### src/rtl/op_sequencer.sv
// op_sequencer: fetches instruction words from program memory and issues
// opcode/operand pairs to a control unit over a valid/ready handshake.
// Opcodes 0..9 are issued, 14 is HALT, everything else is a skipped NOP.
// Build option: define SEQ_HW_LOOP_EN to add single-level hardware loops
// (13 = LOOP count, 12 = ENDL); without it those opcodes are NOPs.
module op_sequencer #(
  parameter int unsigned OP_WIDTH  = 4,
  parameter int unsigned ARG_WIDTH = 12,
  parameter int unsigned PC_WIDTH  = 8
) (
  input  logic                          clk,
  input  logic                          rst_n,
  input  logic                          start,
  output logic                          busy,
  output logic                          done,
  output logic [PC_WIDTH-1:0]           prog_addr,
  input  logic [OP_WIDTH+ARG_WIDTH-1:0] prog_data,
  output logic                          op_valid,
  input  logic                          op_ready,
  output logic [OP_WIDTH-1:0]           opcode,
  output logic [ARG_WIDTH-1:0]          operand
);

  typedef enum logic [2:0] {
    S_IDLE,
    S_FETCH,
    S_DECODE,
    S_ISSUE,
    S_FINISH
  } state_t;

  localparam logic [OP_WIDTH-1:0] OPC_LAST_ISSUE = OP_WIDTH'(9);
  localparam logic [OP_WIDTH-1:0] OPC_HALT       = OP_WIDTH'(14);
`ifdef SEQ_HW_LOOP_EN
  localparam logic [OP_WIDTH-1:0] OPC_LOOP       = OP_WIDTH'(13);
  localparam logic [OP_WIDTH-1:0] OPC_ENDL       = OP_WIDTH'(12);
`endif

  state_t               state_q;
  logic [PC_WIDTH-1:0]  pc_q;
  logic                 busy_q;
  logic                 done_q;
  logic                 op_valid_q;
  logic [OP_WIDTH-1:0]  opcode_q;
  logic [ARG_WIDTH-1:0] operand_q;
`ifdef SEQ_HW_LOOP_EN
  logic [ARG_WIDTH-1:0] loop_cnt_q;
  logic [PC_WIDTH-1:0]  loop_start_q;
`endif

  logic [OP_WIDTH-1:0]  dec_op_d;
  logic [ARG_WIDTH-1:0] dec_arg_d;
  logic [PC_WIDTH-1:0]  pc_inc_d;

  // Split the instruction word and form the sequential next address (wraps naturally).
  always_comb begin
    dec_op_d  = prog_data[OP_WIDTH+ARG_WIDTH-1 -: OP_WIDTH];
    dec_arg_d = prog_data[ARG_WIDTH-1:0];
    pc_inc_d  = pc_q + PC_WIDTH'(1);
  end

  // Sequencer FSM; all outputs are registered.
  always_ff @(posedge clk or negedge rst_n) begin
    if (!rst_n) begin
      state_q      <= S_IDLE;
      pc_q         <= '0;
      busy_q       <= 1'b0;
      done_q       <= 1'b0;
      op_valid_q   <= 1'b0;
      opcode_q     <= '0;
      operand_q    <= '0;
`ifdef SEQ_HW_LOOP_EN
      loop_cnt_q   <= '0;
      loop_start_q <= '0;
`endif
    end else begin
      case (state_q)
        S_IDLE: begin
          if (start) begin
            pc_q    <= '0;
            busy_q  <= 1'b1;
            state_q <= S_FETCH;
          end
        end
        // prog_addr follows pc_q; memory returns the word during DECODE.
        S_FETCH: state_q <= S_DECODE;
        S_DECODE: begin
          if (dec_op_d <= OPC_LAST_ISSUE) begin
            opcode_q   <= dec_op_d;
            operand_q  <= dec_arg_d;
            op_valid_q <= 1'b1;
            state_q    <= S_ISSUE;
          end else if (dec_op_d == OPC_HALT) begin
            done_q  <= 1'b1;
            busy_q  <= 1'b0;
            state_q <= S_FINISH;
          end
`ifdef SEQ_HW_LOOP_EN
          else if (dec_op_d == OPC_LOOP) begin
            loop_cnt_q   <= dec_arg_d;
            loop_start_q <= pc_inc_d;
            pc_q         <= pc_inc_d;
            state_q      <= S_FETCH;
          end else if (dec_op_d == OPC_ENDL && loop_cnt_q != '0) begin
            loop_cnt_q <= loop_cnt_q - ARG_WIDTH'(1);
            pc_q       <= loop_start_q;
            state_q    <= S_FETCH;
          end
`endif
          else begin
            pc_q    <= pc_inc_d;
            state_q <= S_FETCH;
          end
        end
        S_ISSUE: begin
          if (op_ready) begin
            op_valid_q <= 1'b0;
            opcode_q   <= '0;
            operand_q  <= '0;
            pc_q       <= pc_inc_d;
            state_q    <= S_FETCH;
          end
        end
        S_FINISH: begin
          done_q  <= 1'b0;
          state_q <= S_IDLE;
        end
        default: state_q <= S_IDLE;
      endcase
    end
  end

  assign busy      = busy_q;
  assign done      = done_q;
  assign prog_addr = pc_q;
  assign op_valid  = op_valid_q;
  assign opcode    = opcode_q;
  assign operand   = operand_q;

endmodule

### config.mk
export PLATFORM = sky130hd
export DESIGN_NAME = op_sequencer
export DESIGN_NICKNAME = d
export VERILOG_FILES = /design/src/rtl/op_sequencer.sv
export SDC_FILE = /design/constraint.sdc
export NUM_CORES = 1
export LEC_CHECK = 0
export CAP_MARGIN = 20
export CORE_AREA = 2 2 66 68
export DETAILED_ROUTE_END_ITERATION = 8
export DIE_AREA = 0 0 68 70
export PLACE_DENSITY_LB_ADDON = 0.1
export SLEW_MARGIN = 0
export SYNTH_ARGS = -nofsm -noshare
export SYNTH_HDL_FRONTEND = slang
export SYNTH_SLANG_ARGS = --single-unit
export TNS_END_PERCENT = 20
### constraint.sdc
create_clock -name clk -period 4.8 [get_ports clk]
set_input_delay 1.2 -clock clk [delete_from_list [all_inputs] [get_ports clk]]
set_output_delay 1.2 -clock clk [all_outputs]
set_load 0.1 [all_outputs]
==> impl_metrics.yaml, run 1 <==
run_status:
  status: "completed"
floorplanning:
  fp.dieH_um: 70
  io_pins: 47
  start_util_pct: 34.5
  rows: 24
  fp.dieW_um: 68
  fp.coreArea_um2: 4140
  dieArea_um2: 4760
clock_tree:
  clk-insertion-delay-late_ps: 280
  cts_buffer_depth: 2
  clockRootBuffer: "clkbuf_8"
  htreeDepth: 2
  cts_sinks: 30
  post_cts_buffers: 0
  clkTransAtPathRegs_ps: 60
  numCtsBuffers: 5
  post_cts_resized: 0
  cts_tree: "yes"
  hold_buffers: 0
place:
  globalplace.congestion: 0.853
  numPortBuffers: 46
  hpwl_mm: 2.34
timing:
  max_freq_mhz: 323
  finClkSkew_ps: 3.52
  period_minus_slack_ps: 3090
  slew_viol_final: 0
  rsz0062_at_grt: "false"
  hold_violations: 0
  post-route-period-util_pct: 64.4
  slew_headroom_pct: 34.4
  fin_setup_tns_ps: 0
  setup_viol: 0
  tightest_slew_ps: 981
critical_path:
  end_kind: "output port"
  crit_buf_inv: 1
  crit_family: "buffers and inverters"
  critPathKind: "reg -> out"
  cp.required_ps: 3600
  crit_arrival_ps: 1890
  path_max_fanout: 7
  cpPeakStageDelay_ps: 1170
  reg2reg_setup_slack_ps: 2550
  cp-start-kind: "flop"
  crit_chain: "clkdlybuf4s50_1"
  cpMaxStageDelayCell: "clkdlybuf4s50_1"
logic_synthesis:
  yosys-top-cells-count: "dfrtp_1 (30), nand3_1 (28), o21ai_0 (21), nand2_1 (15), inv_1 (12)"
  syn-cell-area_um2: 1430
  synth_flop_cell: "dfrtp_1"
  synth_most_common_cell: "dfrtp_1"
  async_flop_share_pct: 100
  synth_warnings: 0
  synth.top_cell.area_share_pct: 52.5
  yosys.area.top_type: "dfrtp_1"
  synth_seq_cells: 30
  synthCells: 152
  synth_area_leaders: "dfrtp_1 (52%), nand3_1 (9.8%), o21ai_0 (7.3%)"
  synth-seq-area-share_pct: 52.5
  synth_edf_count: 0
  avgSynthCellArea_um2: 9.41
  yosysUniqueCellTypes: 35
  syn-num-nets: 173
grt:
  first_global_vias: 1246
  grt_util_all_layers_pct: 15.6
  grt_pass1_wl_mm: 5.69
  antenna_found_initial: 0
  grt.overflow.total: 0
  grt_max_degree: 31
route:
  drcViolationCount: 0
  ant_nets: 0
  drtIter0Drc: 60
  vias_per_cell: 5.07
  first_pass_iters: 4
  wl_per_cell_um: 13.3
  vias: 1272
  wl_mm: 3.33
flow_run:
  maxCapViolations: 0
final_layout:
  antenna_cells: 0
  multi_input_area_um2: 582
  area_growth_pct: 40.0
  seqCellArea_um2: 751
  layout.nets: 219
  drive_gt1_share_pct: 6.53
  fillers: 407
worst_hold_path:
  hold_path.class: "reg -> reg"
## path summary, 6_finish.rpt
kind	end	depth (start not counted)	startpoint
worst max-delay path	prog_addr[2]	1	prog_addr[2]$_DFFE_PN0P_
worst min-delay path	op_valid$_DFFE_PN0P_	2	op_valid$_DFFE_PN0P_
worst max register to register	operand[1]$_DFFE_PN0P_	4	state_q[1]$_DFFE_PN0P_
worst min register to register	op_valid$_DFFE_PN0P_	2	op_valid$_DFFE_PN0P_
max in group asynchronous	prog_addr[0]$_DFFE_PN0P_	2	rst_n
min in group asynchronous	operand[8]$_DFFE_PN0P_	2	rst_n
## cell usage in the layout (no fill, tap or decap), drive strengths merged
cell type / netlist / routed
o31ai: 2 / 2
nand3b: 3 / 3
buf: 4 / 1
nor3b: 1 / 1
o211ai: 2 / 2
nand4: 1 / 1
nand2: 15 / 15
or4: 1 / 1
or2: 2 / 2
nor4b: 1 / 1
or4b: 1 / 1
nand2b: 2 / 2
o21bai: 1 / 1
a21oi: 4 / 4
clkbuf: 4 / 7
nand4b: 1 / 1
nor2: 2 / 2
o311ai: 1 / 1
inv: 12 / 12
a21boi: 1 / 1
dfrtp: 30 / 30
and3: 2 / 2
clkinv: 0 / 1
o22ai: 1 / 1
and2: 1 / 1
or3b: 2 / 2
nand3: 28 / 28
or3: 1 / 1
nor3: 1 / 1
o2111ai: 1 / 1
ha: 1 / 1
clkdlybuf4s50: 0 / 46
a211o: 1 / 1
o21ai: 22 / 22
## layer usage
layer  routed length, um  up-vias  global-route usage [%]
met5                   0        -                       0
met4                  60        0                    6.67
met3                 177        7                    3.86
met2                1620       30                    24.9
met1                1470      604                    19.8
li1                    -      631                       -
## state kept, by name, indices dropped and copies added (netlist names)
signal / cells
state_q: 3
done: 1
busy: 1
operand: 12
prog_addr: 8
opcode: 4
op_valid: 1
## logic make-up after synthesis
group | count (synthesis) | share of synthesized area [%]
fa+ha+maj | 1 | 0.875
simple gates | 65 | 25.3
buf+inv | 20 | 6.82
flops | 30 | 52.5
compound gates | 36 | 14.5
## metrics by stage
step | hold slack [ps] | setup WS, ps | utilization, % | area (um^2) | std cells
3_5_place_dp | 476 | 1620 | 46.1 | 1910 | 243
3_3_place_gp | 465 | 1760 | 46.1 | 1910 | 243
4_1_cts | 492 | 1700 | 48.3 | 2000 | 251
2_1_floorplan | 515 | 2510 | - | 1430 | 152
6_report | 489 | 1710 | 48.3 | 2000 | 251
5_1_grt | 533 | 1630 | 48.3 | 2000 | 251
## layout make-up
cell class	count	area share, %
Clock inverter	1	0.250
Timing Repair Buffer	47	23.4
Tap cell	52	3.25
Inverter	12	2.25
Sequential cell	30	37.5
Clock buffer	7	4.31
Multi-Input combinational cell	102	29.1
Power of run 1 is not shown: default switching activity piles up to over one toggle a cycle in this logic, so the estimate is an artifact.
==> run 2: changes to the inputs <==
Clock period 4.8 ns to 2.9 ns, I/O delays scaled along.
==> run 2 against run 1 <==
Effect of this change:
- cell count increased by 1.6%
- first-iteration DRC count shrank 55%
- critical endpoint is now prog_addr[7]$_DFFE_PN0P_
- worst setup slack worse by 990 ps
- critical path type is now in -> reg
- critical path depth rose by 4
- non-clock buffer count up 4
- register-to-register slack worse by 1600 ps
- highest routed layer unchanged
- via count shrank 0.31%
- sequential share of layout area is 0.72 points higher
==> impl_metrics.yaml, run 2 (synthesis results as in run 1) <==
place:
  globalplace.congestion: 0.779
  numPortBuffers: 46
  hpwl_mm: 2.33
clock_tree:
  clockRootBuffer: "clkbuf_8"
  hold_buffers: 0
  htreeDepth: 2
  clkTransAtPathRegs_ps: 60
  cts_tree: "yes"
  post_cts_buffers: 0
  cts_sinks: 30
  clk-insertion-delay-late_ps: 270
  numCtsBuffers: 5
  cts_buffer_depth: 2
  post_cts_resized: 0
timing:
  setup_viol: 0
  rsz0062_at_grt: "false"
  post-route-period-util_pct: 75.2
  max_freq_mhz: 458
  hold_violations: 0
  slew_viol_final: 0
  period_minus_slack_ps: 2180
  tightest_slew_ps: 536
  slew_headroom_pct: 63.8
  fin_setup_tns_ps: 0
  finClkSkew_ps: 6.73
floorplanning:
  rows: 24
  start_util_pct: 34.5
  fp.dieH_um: 70
  io_pins: 47
  fp.coreArea_um2: 4140
  fp.dieW_um: 68
  dieArea_um2: 4760
grt:
  grt_util_all_layers_pct: 15.1
  grt.overflow.total: 0
  grt_max_degree: 31
  grt_pass1_wl_mm: 5.50
  antenna_found_initial: 0
  first_global_vias: 1202
final_layout:
  largest_reg_flops: 12
  fillers: 405
  antenna_cells: 0
  drive_gt1_share_pct: 21.7
  mostFrequentLayoutCells: "buf_4 (32), dfrtp_1 (30), nand3_1 (28), o21ai_0 (21), clkdlybuf4s50_1 (19)"
  final_common_cell: "buf_4"
  area_growth_pct: 37.4
  layout.nets: 223
route:
  first_pass_iters: 4
  drtIter0Drc: 27
  vias: 1268
  vias_per_cell: 4.97
  wl_mm: 3.25
  wl_per_cell_um: 12.8
  drcViolationCount: 0
  ant_nets: 0
critical_path:
  cp.required_ps: 3100
  critPathKind: "in -> reg"
  cp-start-kind: "input port"
  crit_arrival_ps: 2380
  end_kind: "flop"
  path_max_fanout: 12
flow_run:
  maxCapViolations: 0
run_status:
  status: "completed"
worst_hold_path:
  hold_path.class: "reg -> reg"
[run 2: changes by cell type in the layout (fill, tap and decap cells not counted), sizes merged]
cell and delta:
clkdlybuf4s50 -27, buf +31
[run 2: critical path: stages]
cell	delay [ps]
clkdlybuf4s50_1	500
o21ai_1	120
a211o_1	390
or4_1	500
a21oi_1	140
[run 2: per-layer routing]
metal / track usage [%] / share of wire, % / wire length [um]
met5: 0 / 0 / 0
met1: 18.9 / 44 / 1450
met4: 4.00 / 0.55 / 18
met2: 24.6 / 48 / 1560
met3: 4.99 / 7.1 / 231
[run 2: layout make-up]
cell class | instances | area [um^2] | share of cell area, %
clock buffer | 7 | 86.3 | 4.39
timing repair buffer | 51 | 430 | 21.9
sequential | 30 | 751 | 38.2
tap | 52 | 65.1 | 3.31
multi-input combinational | 102 | 582 | 29.6
inverter | 12 | 45.0 | 2.29
clock inverter | 1 | 5.00 | 0.255
[run 2: worst paths after layout]
| kind | from | slack, ps | depth (start not counted) | endpoint |
|---|---|---|---|---|
| max | prog_data[13] | 720 | 5 | prog_addr[7]$_DFFE_PN0P_ |
| min | op_valid$_DFFE_PN0P_ | 490 | 2 | op_valid$_DFFE_PN0P_ |
| max reg2reg | state_q[1]$_DFFE_PN0P_ | 990 | 5 | prog_addr[7]$_DFFE_PN0P_ |
| min reg2reg | op_valid$_DFFE_PN0P_ | 490 | 2 | op_valid$_DFFE_PN0P_ |
| max in group asynchronous | rst_n | 1780 | 2 | prog_addr[1]$_DFFE_PN0P_ |
| min in group asynchronous | rst_n | 840 | 2 | operand[9]$_DFFE_PN0P_ |
[run 2: metrics by stage]
step	util (%)	std cells	cell area, um^2	setup WS [ps]	hold slack (ps)
floorplan	-	152	1430	697	429
global placement	45.2	247	1870	446	476
detailed placement	45.2	247	1870	434	472
CTS	47.4	255	1960	708	488
global route	47.4	255	1960	636	516
finish	47.4	255	1960	719	485
Power of run 2 is left out for the same reason.
